`src/rtl/bless_route_stage.sv`:
```
// -----------------------------------------------------------------------------
// bless_route_stage
//
// Pipeline stage that sits directly in front of the 1-to-5 output demux of a
// bufferless (BLESS) router. It registers one flit per cycle, computes the
// demux select with dimension-ordered (X then Y) routing, bumps the flit age
// with saturation, and tracks ejection-port credits. When a flit wants to
// eject locally but no credit is left, it is deflected onto a mesh direction
// chosen round-robin, because a bufferless router can never hold a flit back.
//
// Ports:
//   clk            in   1        clock, all state on rising edge
//   reset          in   1        synchronous, active-high reset
//   cur_x          in   COORD_W  this router's X coordinate (static)
//   cur_y          in   COORD_W  this router's Y coordinate (static)
//   flit_in        in   WIDTH    incoming flit
//   valid_in       in   1        flit_in valid this cycle
//   hold           in   1        stall: stage register and pointer frozen
//   ej_credit_ret  in   1        one ejection credit returned this cycle
//   flit_out       out  WIDTH    registered flit with updated age
//   valid_out      out  1        flit_out valid
//   sel_out        out  3        demux select (000 N, 001 E, 010 S, 011 W, 100 L)
//   deflect_out    out  1        registered flit was deflected away from Local
//   credits_out    out  3        current ejection credit count
//
// Flit layout (MSB first): dst_x | dst_y | age | payload.
// -----------------------------------------------------------------------------
module bless_route_stage #(
  parameter int WIDTH      = 64,
  parameter int COORD_W    = 2,
  parameter int AGE_W      = 4,
  parameter int EJ_CREDITS = 2
) (
  input  logic               clk,
  input  logic               reset,
  input  logic [COORD_W-1:0] cur_x,
  input  logic [COORD_W-1:0] cur_y,
  input  logic [WIDTH-1:0]   flit_in,
  input  logic               valid_in,
  input  logic               hold,
  input  logic               ej_credit_ret,
  output logic [WIDTH-1:0]   flit_out,
  output logic               valid_out,
  output logic [2:0]         sel_out,
  output logic               deflect_out,
  output logic [2:0]         credits_out
);

  // Field positions inside the flit.
  localparam int DSTX_MSB = WIDTH - 1;
  localparam int DSTY_MSB = WIDTH - 1 - COORD_W;
  localparam int AGE_MSB  = WIDTH - 1 - 2 * COORD_W;

  localparam logic [AGE_W-1:0] AGE_MAX   = '1;
  localparam logic [2:0]       CRED_INIT = 3'(EJ_CREDITS);

  // Demux select encoding; the mesh directions double as round-robin slots.
  typedef enum logic [2:0] {
    SEL_NORTH = 3'b000,
    SEL_EAST  = 3'b001,
    SEL_SOUTH = 3'b010,
    SEL_WEST  = 3'b011,
    SEL_LOCAL = 3'b100
  } sel_e;

  // ---------------------------------------------------------------------------
  // State
  // ---------------------------------------------------------------------------
  logic [WIDTH-1:0] r_flit;
  logic             r_valid;
  sel_e             r_sel;
  logic             r_deflect;
  logic [2:0]       r_credits;
  sel_e             r_rr_ptr;

  // ---------------------------------------------------------------------------
  // Combinational decode of the incoming flit
  // ---------------------------------------------------------------------------
  logic [COORD_W-1:0] w_dst_x;
  logic [COORD_W-1:0] w_dst_y;
  logic [AGE_W-1:0]   w_age;
  logic [AGE_W-1:0]   w_age_next;
  logic [WIDTH-1:0]   w_flit_next;
  sel_e               w_route;
  sel_e               w_rr_next;
  logic               w_capture;
  logic               w_to_local;
  logic               w_no_credit;
  logic               w_deflect;
  logic               w_consume;
  logic [2:0]         w_credits_next;

  assign w_dst_x = flit_in[DSTX_MSB -: COORD_W];
  assign w_dst_y = flit_in[DSTY_MSB -: COORD_W];
  assign w_age   = flit_in[AGE_MSB  -: AGE_W];

  // Age saturates so the oldest flits keep top priority instead of wrapping
  // back to look brand new.
  assign w_age_next = (w_age == AGE_MAX) ? w_age : w_age + 1'b1;

  always_comb begin
    w_flit_next                      = flit_in;
    w_flit_next[AGE_MSB -: AGE_W]    = w_age_next;
  end

  // XY routing: resolve X completely before moving in Y; unsigned compares.
  // NOTE: every signal written in an always_comb gets a default first so no
  // path through the block can leave it unassigned and infer a latch.
  always_comb begin
    w_route = SEL_LOCAL;
    if (w_dst_x > cur_x) begin
      w_route = SEL_EAST;
    end else if (w_dst_x < cur_x) begin
      w_route = SEL_WEST;
    end else if (w_dst_y > cur_y) begin
      w_route = SEL_NORTH;
    end else if (w_dst_y < cur_y) begin
      w_route = SEL_SOUTH;
    end
  end

  // Round-robin order for deflections: N -> E -> S -> W -> N.
  always_comb begin
    w_rr_next = SEL_NORTH;
    case (r_rr_ptr)
      SEL_NORTH: w_rr_next = SEL_EAST;
      SEL_EAST:  w_rr_next = SEL_SOUTH;
      SEL_SOUTH: w_rr_next = SEL_WEST;
      default:   w_rr_next = SEL_NORTH;
    endcase
  end

  assign w_capture   = !hold && valid_in;
  assign w_to_local  = (w_route == SEL_LOCAL);
  // The credit decision looks only at the current count; a credit coming back
  // in the same cycle cannot rescue a flit that is already being deflected.
  assign w_no_credit = (r_credits == 3'd0);
  assign w_deflect   = w_capture && w_to_local &&  w_no_credit;
  assign w_consume   = w_capture && w_to_local && !w_no_credit;

  // Credit counter: a simultaneous consume and return cancel out; a return
  // with no consume saturates at the reset count.
  always_comb begin
    w_credits_next = r_credits;
    if (w_consume && !ej_credit_ret) begin
      w_credits_next = r_credits - 3'd1;
    end else if (ej_credit_ret && !w_consume && (r_credits < CRED_INIT)) begin
      w_credits_next = r_credits + 3'd1;
    end
  end

  // ---------------------------------------------------------------------------
  // Registers
  // ---------------------------------------------------------------------------
  // NOTE: sequential state uses non-blocking assignments so every register
  // samples pre-edge values, independent of statement order.
  always_ff @(posedge clk) begin
    if (reset) begin
      r_flit    <= '0;
      r_valid   <= 1'b0;
      r_sel     <= SEL_NORTH;
      r_deflect <= 1'b0;
      r_credits <= CRED_INIT;
      r_rr_ptr  <= SEL_NORTH;
    end else begin
      // Credit returns are counted even while the stage is stalled.
      r_credits <= w_credits_next;

      if (!hold) begin
        if (valid_in) begin
          r_flit  <= w_flit_next;
          r_valid <= 1'b1;
          if (w_deflect) begin
            r_sel     <= r_rr_ptr;
            r_deflect <= 1'b1;
            r_rr_ptr  <= w_rr_next;
          end else begin
            r_sel     <= w_route;
            r_deflect <= 1'b0;
          end
        end else begin
          // Idle: the data register keeps its last value, only the control
          // outputs drop so the demux sees a clean "nothing" select.
          r_valid   <= 1'b0;
          r_sel     <= SEL_NORTH;
          r_deflect <= 1'b0;
        end
      end
    end
  end

  assign flit_out    = r_flit;
  assign valid_out   = r_valid;
  assign sel_out     = r_sel;
  assign deflect_out = r_deflect;
  assign credits_out = r_credits;

endmodule

```
`config.mk`:
```
export PLATFORM = sky130hd
export DESIGN_NAME = bless_route_stage
export DESIGN_NICKNAME = d
export VERILOG_FILES = /design/src/rtl/bless_route_stage.sv
export SDC_FILE = /design/constraint.sdc
export NUM_CORES = 1
export LEC_CHECK = 0
export BUFFER_PORTS_ARGS = -buffer_cell sky130_fd_sc_hd__clkbuf_2
export CELL_PAD_IN_SITES_DETAIL_PLACEMENT = 1
export CELL_PAD_IN_SITES_GLOBAL_PLACEMENT = 1
export CORE_ASPECT_RATIO = 2
export CORE_UTILIZATION = 31
export CTS_CLUSTER_SIZE = 40
export DETAILED_ROUTE_END_ITERATION = 6
export PLACE_DENSITY = 0.89
export SETUP_SLACK_MARGIN = 0.15
export SYNTH_ARGS = -nofsm -noshare
export SYNTH_HDL_FRONTEND = slang
export SYNTH_SLANG_ARGS = --single-unit
```
`constraint.sdc`:
```
create_clock -name clk -period 3 [get_ports clk]
set_clock_uncertainty 0.05 [all_clocks]
set_input_delay 0.3 -clock clk [delete_from_list [all_inputs] [get_ports clk]]
set_output_delay 0.3 -clock clk [all_outputs]
set_load 0.1 [all_outputs]
```
# After elaboration in Yosys (flattened, before gate mapping)

Index checks and enable logic that the tools add are counted.

$add $sub $neg: 3
Order comparisons: 5
Eq/ne operators: 4
Muxes and demuxes: 13
Bitwise operators: 1
Reductions and logical operators: 16

Operator list:

| kind                | number |
|---|---|
| $mux 3              | 8 |
| $logic_and 1x1->1   | 7 |
| $logic_not 3->1     | 2 |
| $pmux 2 s3          | 1 |
| $add 4x1->4 const B | 1 |
| $eq 4x4->1 const B  | 1 |
| $gt 2x2->1          | 2 |
| $logic_not 1->1     | 4 |
| $lt 2x2->1          | 2 |
| $mux 4              | 1 |
| $add 3x1->3 const B | 1 |
| $eq 3x1->1 const B  | 1 |
| $eq 3x2->1 const B  | 1 |
| $eq 3x3->1 const B  | 1 |
| $lt 3x2->1 const B  | 1 |
| $mux 1              | 3 |
| $reduce_and 3->1    | 1 |
| $sub 3x1->3 const B | 1 |
| $reduce_and 2->1    | 1 |
| $reduce_bool 2->1   | 1 |
| $not 1->1           | 1 |

Register bits: 75
Input port bits: 73
Output and inout port bits: 72
Word-level logic and storage cells: 48

# Depth between registers and ports, before layout

Gate-level depths: netlist (run 1).

Depth in word-level cells: 13
Mapped depth: 10
Depth with buffers taken out: 10

# Least setup slack after synthesis (run 1)

OpenSTA, ideal clock, no wires.

Path type: flip-flop to flip-flop
From: reg r_credits[2] (netlist: credits_out[2])
To: reg r_credits[1] (netlist: credits_out[1])
Library setup time: 0.068 ns
Data arrival time: 2.889 ns
Required time: 2.882 ns
Setup slack: -0.007 ns
Stages on the path, launching flop included: 6
Path buffers: 0
Clock period less this slack: 3.007 ns
Path through: dfxtp_1 -> nor3_1 -> or4_1 -> fa_1 -> or4_1 -> nand4_1

Word-level cells in the longest chain between the ends: 7
Elaborated cells between the ends (all ways): 10
Classes of those cells: 1 x order compare; 1 x mux; 8 x reduce/logical

Ends and longest elaborated chain:

| item                            | RTL line | source |
|---|---|---|
| start, declared                 | 73       | `logic [2:0] r_credits;` |
| start signal, assigned          | 167      | `r_credits <= w_credits_next;` |
| $logic_not 3->1                 | 137      | `assign w_no_credit = (r_credits == 3'd0);` |
| $logic_not 1->1                 | 139      | `assign w_consume = w_capture && w_to_local && !w_no_credit;` |
| $logic_and 1x1->1               | 139      |  |
| $logic_not 1->1                 | 147      | `end else if (ej_credit_ret && !w_consume && (r_credits < CRED_INIT)) begin` |
| $logic_and 1x1->1 (2 in series) | 147      |  |
| $reduce_bool 2->1 (no line)     | n/a      |  |

Several ways; a longest one is shown, not always the timed one.
A chain may end at the register's enable or synchronous reset.

# Worst setup path after layout (run 1)

From: in flit_in[60]
To: reg r_credits[1] (netlist: credits_out[1])

Word-level cells in the longest chain between the ends: 12
Elaborated cells between the ends (all ways): 15
Classes of those cells: 2 x order compare; 1 x eq/ne; 5 x mux; 7 x reduce/logical

Ends and longest elaborated chain:

| item                              | RTL line | source |
|---|---|---|
| start, declared                   | 38       | `input logic [WIDTH-1:0] flit_in,` |
| $lt 2x2->1                        | 117      | `end else if (w_dst_y < cur_y) begin` |
| $mux 3                            | 117      |  |
| $mux 3 *                          | 115      | `end else if (w_dst_y > cur_y) begin` |
| $mux 3 *                          | 113      | `end else if (w_dst_x < cur_x) begin` |
| $mux 3 *                          | 111      | `if (w_dst_x > cur_x) begin` |
| $eq 3x3->1 *                      | 134      | `assign w_to_local = (w_route == SEL_LOCAL);` |
| $logic_and 1x1->1 * (2 in series) | 139      |  |
| $logic_not 1->1                   | 147      |  |
| $logic_and 1x1->1 (2 in series)   | 147      |  |
| $reduce_bool 2->1 (no line)       | n/a      |  |

Mark *: on every way between the ends. The rest lies on a longest branch, timed or not.

==> results of run 1 <==
==> layout by cell type (no fill, tap or decap), types with 3 or more instances in the layout <==
cell type | Yosys | final
a21oi_1 | 67 | 67
buf_4 | 0 | 3
clkbuf_16 | 0 | 9
clkbuf_2 | 0 | 144
dfxtp_1 | 74 | 71
dfxtp_2 | 0 | 3
ha_1 | 7 | 7
inv_1 | 10 | 10
nand2_1 | 131 | 131
nor2_1 | 5 | 5
nor3_1 | 3 | 3
o211ai_1 | 4 | 4
o21ai_0 | 4 | 4
or4_1 | 3 | 3
==> cells by family after synthesis <==
kind of cell,after synthesis
buffers and inverters,34
DFF,74
AOI/OAI and AO/OA,87
adders and majority gates,8
and+or+nand+nor,163
xor gates and xnor gates,1
muxes,1
==> worst max path at each step <==
stage	startpoint	endpoint	slack, ns
6_report	flit_in[60]	credits_out[1]	0.50
5_1_grt	flit_in[60]	credits_out[1]	0.39
4_1_cts	flit_in[60]	credits_out[1]	0.52
3_5_place_dp	flit_in[60]	credits_out[1]	0.17
3_3_place_gp	flit_in[60]	credits_out[1]	0.23
2_1_floorplan	credits_out[0]	credits_out[1]	0.39
==> power by group <==
| group | internal (uW) | switching, uW |
|---|---|---|
| clock network | 748 | 399 |
| logic | 106 | 439 |
| registers | 1030 | 22.5 |
==> worst register-to-register path, cell delays in order, from the launching register on <==
cell,delay (ns)
dfxtp_2,0.41
nor3_1,0.08
or4_1,0.53
fa_1,0.47
or4_1,0.53
nand4_1,0.10
==> layer usage <==
metal	wire (um)	up-vias
met1	3081	1457
met5	0	-
met3	407	36
li1	-	1500
met2	5255	102
met4	514	0
==> sequential cells by signal, indices dropped and copies added, names as in the netlist <==
name	count
deflect_out	1
credits_out	3
valid_out	1
flit_out	64
sel_out	3
r_rr_ptr	2
==> stage by stage <==
| stage | utilization (%) | instance area [um2] | setup WS, ns | power [uW] | instances |
|---|---|---|---|---|---|
| 2_1_floorplan | - | 2917 | 0.3915 | 1484 | 368 |
| 3_3_place_gp | 41.04 | 3724 | 0.2303 | 1604 | 594 |
| 3_5_place_dp | 41.04 | 3724 | 0.1678 | 1619 | 594 |
| 4_1_cts | 44.57 | 4044 | 0.5172 | 2777 | 610 |
| 5_1_grt | 44.57 | 4044 | 0.3863 | 2845 | 610 |
| 6_report | 44.57 | 4044 | 0.4961 | 2740 | 610 |
==> Yosys cell counts <==
cell       count
buf_1          8
or4_1          3
o32ai_1        1
fa_1           1
and4b_1        1
and4_1         1
buf_2          3
nand4_2        1
nand4_1        2
o2bb2a_1       1
clkbuf_1      13
nor3_1         3
and2_1         1
a211oi_1       1
xor2_1         1
nor2b_1        3
inv_1         10
and3_1         2
nand2_1      131
a41oi_1        1
or3_1          2
a311oi_1       2
dfxtp_1       74
mux2i_1        1
nand3b_1       2
o311ai_0       1
nor2_1         5
ha_1           7
nor4_1         1
o22ai_1        2
nand3_1        2
o211ai_1       4
a31oi_1        1
a22oi_1        1
nand2b_1       3
a21oi_1       67
a2111oi_0      1
o21ai_0        4
==> area by class of cell <==
cell class | instances | area, um2
clock inverter | 5 | 77.57
inverter | 10 | 37.54
clock buffer | 11 | 242.7
sequential | 74 | 1485
multi-input combinational | 260 | 1310
timing repair buffer | 148 | 763.2
tap | 102 | 127.6
fill | 1171 | 5030
==> metrics.yaml, run 1 <==
ctsResizeCount: 0
postRouteAntennaNets: 0
hp-class: "in -> reg"
clk_pin_slew_worst_paths_ns: 0.06
critPathLaunchType: "input port"
r2r-start: "credits_out[2]"
antenna_found_initial: 0
synth_cells: 368
postCtsSetupBuffers: 0
die-area_mm2: 0.009811
cp_common_cell: "or4_1"
routed_via_density: 5.074
synth_top_family_by_area: "simple AND/OR/NAND/NOR gates"
required_ns: 3.22
drt-initial-drc-count: 89
violations: "DRC"
leakage_uw: 0.001844
relSlewSlack_pct: 48.30
grt.total_usage_pct: 19.48
yosys.area_share.simple_pct: 23.75
status: "finished with violations"
vias: 3095
die_height_um: 139.1
critical_path_buf_inv_count: 2
reg2reg_depth: 5
worstMarginPinSlew_ns: 0.7754
path_class: "in -> reg"
layout.nets: 584
wirelength_mm: 9.259
path_max_fanout: 4
syn_nets: 449
synth_top_area_cell: "dfxtp_1"
core_area_mm2: 0.009074
htree_levels: 3
max_freq_mhz: 399.4
synthDistinctLibCells: 38
met3_usage_pct: 3.997
worstPathArrival_ns: 2.72
drc_errors: 18
hold_viol: 0
firstDrtPassIters: 6
ys_seq_area_share_pct: 50.86
final.setup.tns_ns: 0
synth_xor_area_share_pct: 0.3007
muxShareOfSynthArea_pct: 0.3436
grt_pass1_vias: 3199
cts_tree: "built"
cts_root_buf: "clkbuf_16"
finalCritPeriodShare_pct: 83.46
grt_max_degree: 49
cts_buffer_depth: 2
grt_setup_unrepaired: "no"
powerDensity_mw_per_mm2: 677.6
ir_drop_mv: 0.3288
drv_slew: 0
r2r_end: "credits_out[1]"
hold_slack_ns: 0.1372
hold_start: "flit_in[6]"
yosysWarnings: 0
syn_area_mm2: 0.002913
clock_latency_ns: 0.33
top_usage_layer: "met2"
numCtsBuffers: 9
max_stage_delay_ns: 0.53
floorplan.rows: 49
hpwl_mm: 6.984
hold_depth: 3
path_depth: 9
die_w_um: 70.54
cp_top_family: "simple AND/OR/NAND/NOR gates"
hold_path_end: "flit_out[6]"
ff2ff_setup_slack_ns: 0.76
drive_gt1_share_pct: 33.27
start_util_pct: 32.10
synthTopCellsByArea: "dfxtp_1 51%, nand2_1 17%, a21oi_1 12%"
gp_congestion: 0.7304
ioPinCount: 145
synth_compound_area_share_pct: 16.54
layout-area-overhead-vs-synth_pct: 38.83
critPathCaptureType: "register"
post_synth_fa_ha_maj_area_fraction_pct: 3.694
netlist.area_leader.share_pct: 50.86
finalSetupViolCount: 0
syn_avg_cell_area_um2: 7.915
grt-ovfl-total: 0
crit_chain: "clkbuf_2 -> inv_1 -> ha_1 -> and4b_1 -> nand2_1 -> or4_1 -> fa_1 -> or4_1 -> nand4_1"
slowest_stage: "or4_1"
clkSinkCount: 74
gr-usage-met1_pct: 16.90
ys_ff_latch: 74
hold_buffers: 0
num_antenna_cells: 0
grtUsageMet2_pct: 38.02
port_buffers: 144
grt_pass1_wl_mm: 14.71
maxCapViolations: 0
fin_crit_ns: 2.504
wl_per_cell_um: 15.18
No activity file was read; power rests on OpenSTA's default activity.
==> run 2: changes to the inputs <==
ABC_AREA = 1   (was default)
CORE_UTILIZATION = 28   (was 31)
PLACE_DENSITY = 0.86   (was 0.89)
clock period = 2.3 ns   (was 3 ns; I/O delays follow)
==> run 2 against run 1 <==
The flow now finishes without violations. First-iteration DRC count up 64%. Cell count up 6.9%. Sequential power up 33%. Die area up 11%. Clock power up 42%. Flip-flop and latch count unchanged. Cell area up 1.7%. Wire length up 1.3%. Count of clock-buffer cells in the layout up 1. Via count down 2.5%. Register-to-register slack worse by 0.10 ns. Critical path type unchanged. Largest cell class unchanged. Highest routed layer unchanged.
==> metrics.yaml, run 2 <==
status: "finished, final reports clean"  # was finished with violations
finalCritPeriodShare_pct: 85.14
grt_setup_unrepaired: "no"  # unchanged
final.setup.tns_ns: 0  # unchanged
routed_via_density: 4.630  # was 5.074
synth_flop_cell: "dfxtp_1"  # unchanged
clkSinkCount: 74  # unchanged
grt.total_usage_pct: 17.90  # was 19.48%
die-area_mm2: 0.01085  # was 0.009811 mm2
placed_area_mm2: 0.003759  # was 0.003724 mm2
dp_slack_ns: 0.01587  # was 0.1678 ns
clk_pin_slew_worst_paths_ns: 0.06  # about the same
cts_tree: "built"  # unchanged
drive_gt1_share_pct: 34.04  # was 33.27%
nFillCells: 1315  # was 1171
finalSetupViolCount: 0  # unchanged
wirelength_mm: 9.382  # was 9.259 mm
syn_area_mm2: 0.002917  # was 0.002913 mm2
num_antenna_cells: 0  # unchanged
fin_ws_ns: 0.3418  # was 0.4961 ns
cts_buffer_depth: 2  # unchanged
synthArstFlopShare_pct: 0  # unchanged
drt-initial-drc-count: 146  # was 89
layout-area-overhead-vs-synth_pct: 41.01  # was 38.83%
yosys-top-cells-count: "125 x nor2_1, 74 x dfxtp_1, 62 x o21ai_0, 23 x inv_1, 18 x nand2_1"  # was 131 x nand2_1, 74 x dfxtp_1, 67 x a21oi_1, 13 x clkbuf_1, 10 x inv_1
ys_seq_area_share_pct: 50.79  # was 50.86%
ctsResizeCount: 0  # unchanged
drc_errors: 0  # was 18
largest_reg_flops: 64  # unchanged
r2r-start: "credits_out[0]"  # was credits_out[2]
numCtsBuffers: 9  # unchanged
hold_buffers: 0  # unchanged
postRouteAntennaNets: 0  # unchanged
ioPinCount: 145  # unchanged
die_height_um: 146.3  # was 139.1 um
powerDensity_mw_per_mm2: 958.2  # was 677.6 mW/mm2
max_freq_mhz: 510.7
path_class: "in -> reg"  # unchanged
syn_avg_cell_area_um2: 7.777  # was 7.915 um2
cp_top_family: "simple AND/OR/NAND/NOR gates"  # unchanged
vias: 3019  # was 3095
postCtsSetupBuffers: 0  # unchanged
grt_pass1_wl_mm: 14.84  # was 14.71 mm
cp-endpoint: "credits_out[2]"  # was credits_out[1]
ir_drop_mv: 0.5562  # was 0.3288 mV
start_util_pct: 28.74  # was 32.10%
critPathLaunchType: "input port"  # unchanged
synth_edf_count: 0  # unchanged
r2r_end: "credits_out[2]"  # was credits_out[1]
cts_root_buf: "clkbuf_16"  # unchanged
synthTopCellsByArea: "dfxtp_1 51%, nor2_1 16%, o21ai_0 11%"  # was dfxtp_1 51%, nand2_1 17%, a21oi_1 12%
hold_slack_ns: 0.08882  # was 0.1372 ns
worstMarginPinSlew_ns: 0.6589  # was 0.7754 ns
floorplan.rows: 52  # was 49
port_buffers: 144  # unchanged
maxCapViolations: 0  # unchanged
antenna_found_initial: 0  # unchanged
leakage_uw: 0.002100  # was 0.001844 uW
final_area_mm2: 0.004113  # was 0.004044 mm2
syn_nets: 456  # was 449
critPathCaptureType: "register"  # unchanged
synth_top_area_cell: "dfxtp_1"  # unchanged
hp-class: "in -> reg"  # unchanged
fin_cells: 652  # was 610
crit_start: "cur_x[1]"  # was flit_in[60]
relSlewSlack_pct: 56.02  # was 48.30%
htree_levels: 3  # unchanged
gp_congestion: 0.7456  # was 0.7304
synthDistinctLibCells: 30  # was 38
max_stage_delay_ns: 0.41  # was 0.53 ns
ff2ff_setup_slack_ns: 0.66  # was 0.76 ns
drv_slew: 0  # unchanged
required_ns: 2.46  # was 3.22 ns
critical_path_buf_inv_count: 2  # unchanged
wl_per_cell_um: 14.39  # was 15.18 um
yosysWarnings: 0  # unchanged
slowest_stage: "fa_1"  # was or4_1
core_area_mm2: 0.01015  # was 0.009074 mm2
worstPathArrival_ns: 2.12  # was 2.72 ns
die_w_um: 74.17  # was 70.54 um
final_common_cell: "clkbuf_2"  # unchanged
synth_cells: 375  # was 368
reg2reg_depth: 8  # was 5
cp_common_cell: "nand2_1"  # was or4_1
layout.nets: 593  # was 584
place_inst: 636  # was 594
hpwl_mm: 7.093  # was 6.984 mm
crit_chain: "clkbuf_2 -> inv_1 -> ha_1 -> nand2_1 -> nand2_1 -> nand3_1 -> nor2_8 -> nand3_4 -> fa_1 -> nand4_1 -> nand2_1 -> nor2_1 -> nor2_1"  # was clkbuf_2 -> inv_1 -> ha_1 -> and4b_1 -> nand2_1 -> or4_1 -> fa_1 -> or4_1 -> nand4_1
netlist.area_leader.share_pct: 50.79  # was 50.86%
ys_ff_latch: 74  # unchanged
clock_latency_ns: 0.31  # was 0.33 ns
yosysMostFrequentCell: "nor2_1"  # was nand2_1
hold_viol: 0  # unchanged
grt_max_degree: 69  # was 49
fin_crit_ns: 1.958
final_cell_mix: "144 x clkbuf_2, 125 x nor2_1, 72 x dfxtp_1, 62 x o21ai_0, 23 x inv_1"  # was 144 x clkbuf_2, 131 x nand2_1, 71 x dfxtp_1, 67 x a21oi_1, 10 x inv_1
path_depth: 13  # was 9
grt_pass1_vias: 3182  # was 3199
path_max_fanout: 6  # was 4
grt-ovfl-total: 0  # unchanged
firstDrtPassIters: 4  # was 6
[run 2: area by class of cell]
cell class	count	area, um2	share of cell area [%]
clock inverters	4	97.59	2.373
well taps	135	168.9	4.107
inverters	24	90.09	2.190
flip-flops and latches	74	1484	36.08
multi-input cells	256	1247	30.33
repair buffers	147	768.2	18.68
clock buffers	12	256.5	6.237
[run 2: how the worst min path moves through the flow]
stage                   endpoint   startpoint  cells after the start  slack, ns
global placement      sel_out[0]   sel_out[0]                      2       0.40
CTS                  flit_out[0]   flit_in[0]                      3       0.08
detailed placement    sel_out[0]   sel_out[0]                      2       0.42
finish              flit_out[25]  flit_in[25]                      3       0.09
floorplan           flit_out[51]  flit_in[51]                      2       0.31
global route        flit_out[53]  flit_in[53]                      3       0.08
[run 2: cell families (layout without fill, tap and decap cells)]
kind of cell             after synthesis  in the layout  share of synthesized area, %
AO/OA/AOI/OAI                         85             85                         14.97
XOR/XNOR                               2              2                        0.6007
adder cells (fa/ha/maj)                8              8                         3.689
buffers and inverters                 45            187                         6.434
flip-flops                            74             74                         50.79
AND/OR/NAND/NOR                      161            161                         23.51
[run 2: worst reg2reg max path, cell delays in order, from the launching register on]
cell and delay [ns]:
dfxtp_2 0.32, inv_1 0.10, nand2_1 0.21, nand3_4 0.13, fa_1 0.41, nand4_1 0.13, nand2_1 0.06, nor2_1 0.08
nor2_1 0.05
[run 2: routing by layer]
metal	wire, um	up-vias	GRT usage, %
met5	0	-	0
met4	242	0	8.077
met3	402	16	4.003
met2	5326	94	33.59
met1	3410	1441	17.64
li1	-	1468	-
[run 2: through the flow]
stage                     utilization (%)  total power [uW]
after detailed placement            37.03              2339
after floorplan                         -              2134
after global routing                40.52              4103
after CTS                           40.52              3996
final                               40.52              3941
after global placement              37.03              2315
[run 2: power by group]
part           switching, uW  internal, uW
Combinational            751           156
Clock                    515          1120
Sequential              39.9          1360
Total                   1310          2640
==> run 3: changes to the inputs <==
CORE_ASPECT_RATIO = 0.9   (was 2)
==> run 3 against run 2 <==
Hold slack got worse by 0.0064 ns. Critical path depth is the same. Power decreased by 6.7%. Combinational power shrank 2%. Cell count shrank 1.1%. Non-clock buffer count up 2. Count of clock-buffer cells in the layout is 2 lower. Via count shrank 2.8%. Wire length is 9.9% lower. Die area decreased by 0.22%.
==> metrics.yaml, run 3 (synthesis results as in run 2) <==
status: "finished, final reports clean"  # unchanged
die_height_um: 98.82  # was 146.3 um
cp_common_cell: "nand2_1"  # unchanged
cp_top_family: "simple AND/OR/NAND/NOR gates"  # unchanged
antenna_found_initial: 0  # unchanged
clkSinkCount: 74  # unchanged
wl_per_cell_um: 13.10  # was 14.39 um
leakage_uw: 0.002065  # was 0.002100 uW
critPathCaptureType: "register"  # unchanged
finalPower_uw: 3676  # was 3941 uW
relSlewSlack_pct: 56.30  # was 56.02%
die_w_um: 109.6  # was 74.17 um
cts_buffer_depth: 2  # unchanged
grt_setup_unrepaired: "no"  # unchanged
final.setup.tns_ns: 0  # unchanged
grt_pass1_wl_mm: 13.90  # was 14.84 mm
drv_slew: 0  # unchanged
finalSetupViolCount: 0  # unchanged
critical_path_buf_inv_count: 2  # unchanged
postCtsSetupBuffers: 0  # unchanged
final_common_cell: "clkbuf_2"  # unchanged
max_freq_mhz: 521.7  # was 510.7 MHz
drt-initial-drc-count: 68  # was 146
maxCapViolations: 0  # unchanged
drive_gt1_share_pct: 34.30  # was 34.04%
htree_levels: 3  # unchanged
routed_via_density: 4.547  # was 4.630
numCtsBuffers: 9  # unchanged
clk_pin_slew_worst_paths_ns: 0.06  # about the same
grt_max_degree: 71  # was 69
wirelength_mm: 8.449  # was 9.382 mm
hold_viol: 0  # unchanged
fin_crit_ns: 1.917  # was 1.958 ns
die-area_mm2: 0.01083  # was 0.01085 mm2
hold_slack_ns: 0.08242  # was 0.08882 ns
powerDensity_mw_per_mm2: 911.5  # was 958.2 mW/mm2
ioPinCount: 145  # unchanged
floorplan.rows: 34  # was 52
vias: 2933  # was 3019
ir_drop_mv: 0.3992  # was 0.5562 mV
worstMarginPinSlew_ns: 0.6555  # was 0.6589 ns
start_util_pct: 29.42  # was 28.74%
required_ns: 2.46  # about the same
hold_buffers: 0  # unchanged
grt-ovfl-total: 0  # unchanged
gp_congestion: 0.7651  # was 0.7456
core_area_mm2: 0.009912  # was 0.01015 mm2
slowest_stage: "fa_1"  # unchanged
critPathLaunchType: "input port"  # unchanged
crit_chain: "clkbuf_2 -> inv_1 -> ha_1 -> nand2_1 -> nand2_1 -> nand3_1 -> nor2_8 -> nand3_4 -> fa_1 -> nand4_1 -> nand2_1 -> nor2_1 -> nor2_1"  # unchanged
port_buffers: 144  # unchanged
cts_tree: "built"  # unchanged
drc_errors: 0  # unchanged
grt.total_usage_pct: 16.16  # was 17.90%
num_antenna_cells: 0  # unchanged
max_stage_delay_ns: 0.40  # was 0.41 ns
path_max_fanout: 6  # unchanged
place_inst: 629  # was 636
fin_cells: 645  # was 652
clock_latency_ns: 0.32  # was 0.31 ns
hp-class: "in -> reg"  # unchanged
largest_reg_flops: 64  # unchanged
path_class: "in -> reg"  # unchanged
grt_pass1_vias: 3063  # was 3182
final_cell_mix: "144 x clkbuf_2, 125 x nor2_1, 72 x dfxtp_1, 62 x o21ai_0, 23 x inv_1"  # unchanged
hpwl_mm: 6.288  # was 7.093 mm
postRouteAntennaNets: 0  # unchanged
ctsResizeCount: 0  # unchanged
worstPathArrival_ns: 2.08  # was 2.12 ns
cts_root_buf: "clkbuf_16"  # unchanged
finalCritPeriodShare_pct: 83.34  # was 85.14%
firstDrtPassIters: 4  # unchanged
layout-area-overhead-vs-synth_pct: 38.27  # was 41.01%
layout.nets: 595  # was 593
## run 3: routing by layer
metal / part of all wire [%] / global-route usage (%)
met5: 0 / 0
met4: 0.26 / 3.385
met3: 4.2 / 4.630
met2: 53 / 30.04
met1: 43 / 18.02
## run 3: report_power, final
group / switching [uW] / internal [uW]
Sequential: 39.7 / 1360
Clock: 543 / 842
Combinational: 739 / 152
## run 3: worst min-delay path: stages
cell	delay (ns)
clkbuf_2	0.07
nor2_1	0.03
nor2_1	0.08
## run 3: final timing paths
check	slack, ns	depth (start not counted)	endpoint	from
worst min-delay path	0.08	3	flit_out[32]	flit_in[32]
worst max-delay path	0.38	13	credits_out[2]	cur_x[1]
worst max register to register	0.66	8	credits_out[2]	credits_out[2]
worst min register to register	0.42	2	sel_out[2]	sel_out[2]
## run 3: stage by stage
| step | instance area, um2 | setup WS, ns | util (%) |
|---|---|---|---|
| after floorplan | 2919 | 0.1540 | - |
| after global placement | 3737 | 0.1556 | 37.71 |
| after detailed placement | 3737 | 0.05403 | 37.71 |
| after CTS | 4033 | 0.3892 | 40.68 |
| after global routing | 4033 | 0.2538 | 40.68 |
| final | 4033 | 0.3832 | 40.68 |
## run 3: layout make-up
type / instances / area, um2
Timing Repair Buffer: 149 / 758.2
Fill cell: 1263 / 5879
Clock buffer: 10 / 229.0
Sequential cell: 74 / 1484
Tap cell: 126 / 157.7
Multi-Input combinational cell: 256 / 1247
Inverter: 24 / 90.09
Clock inverter: 6 / 66.31
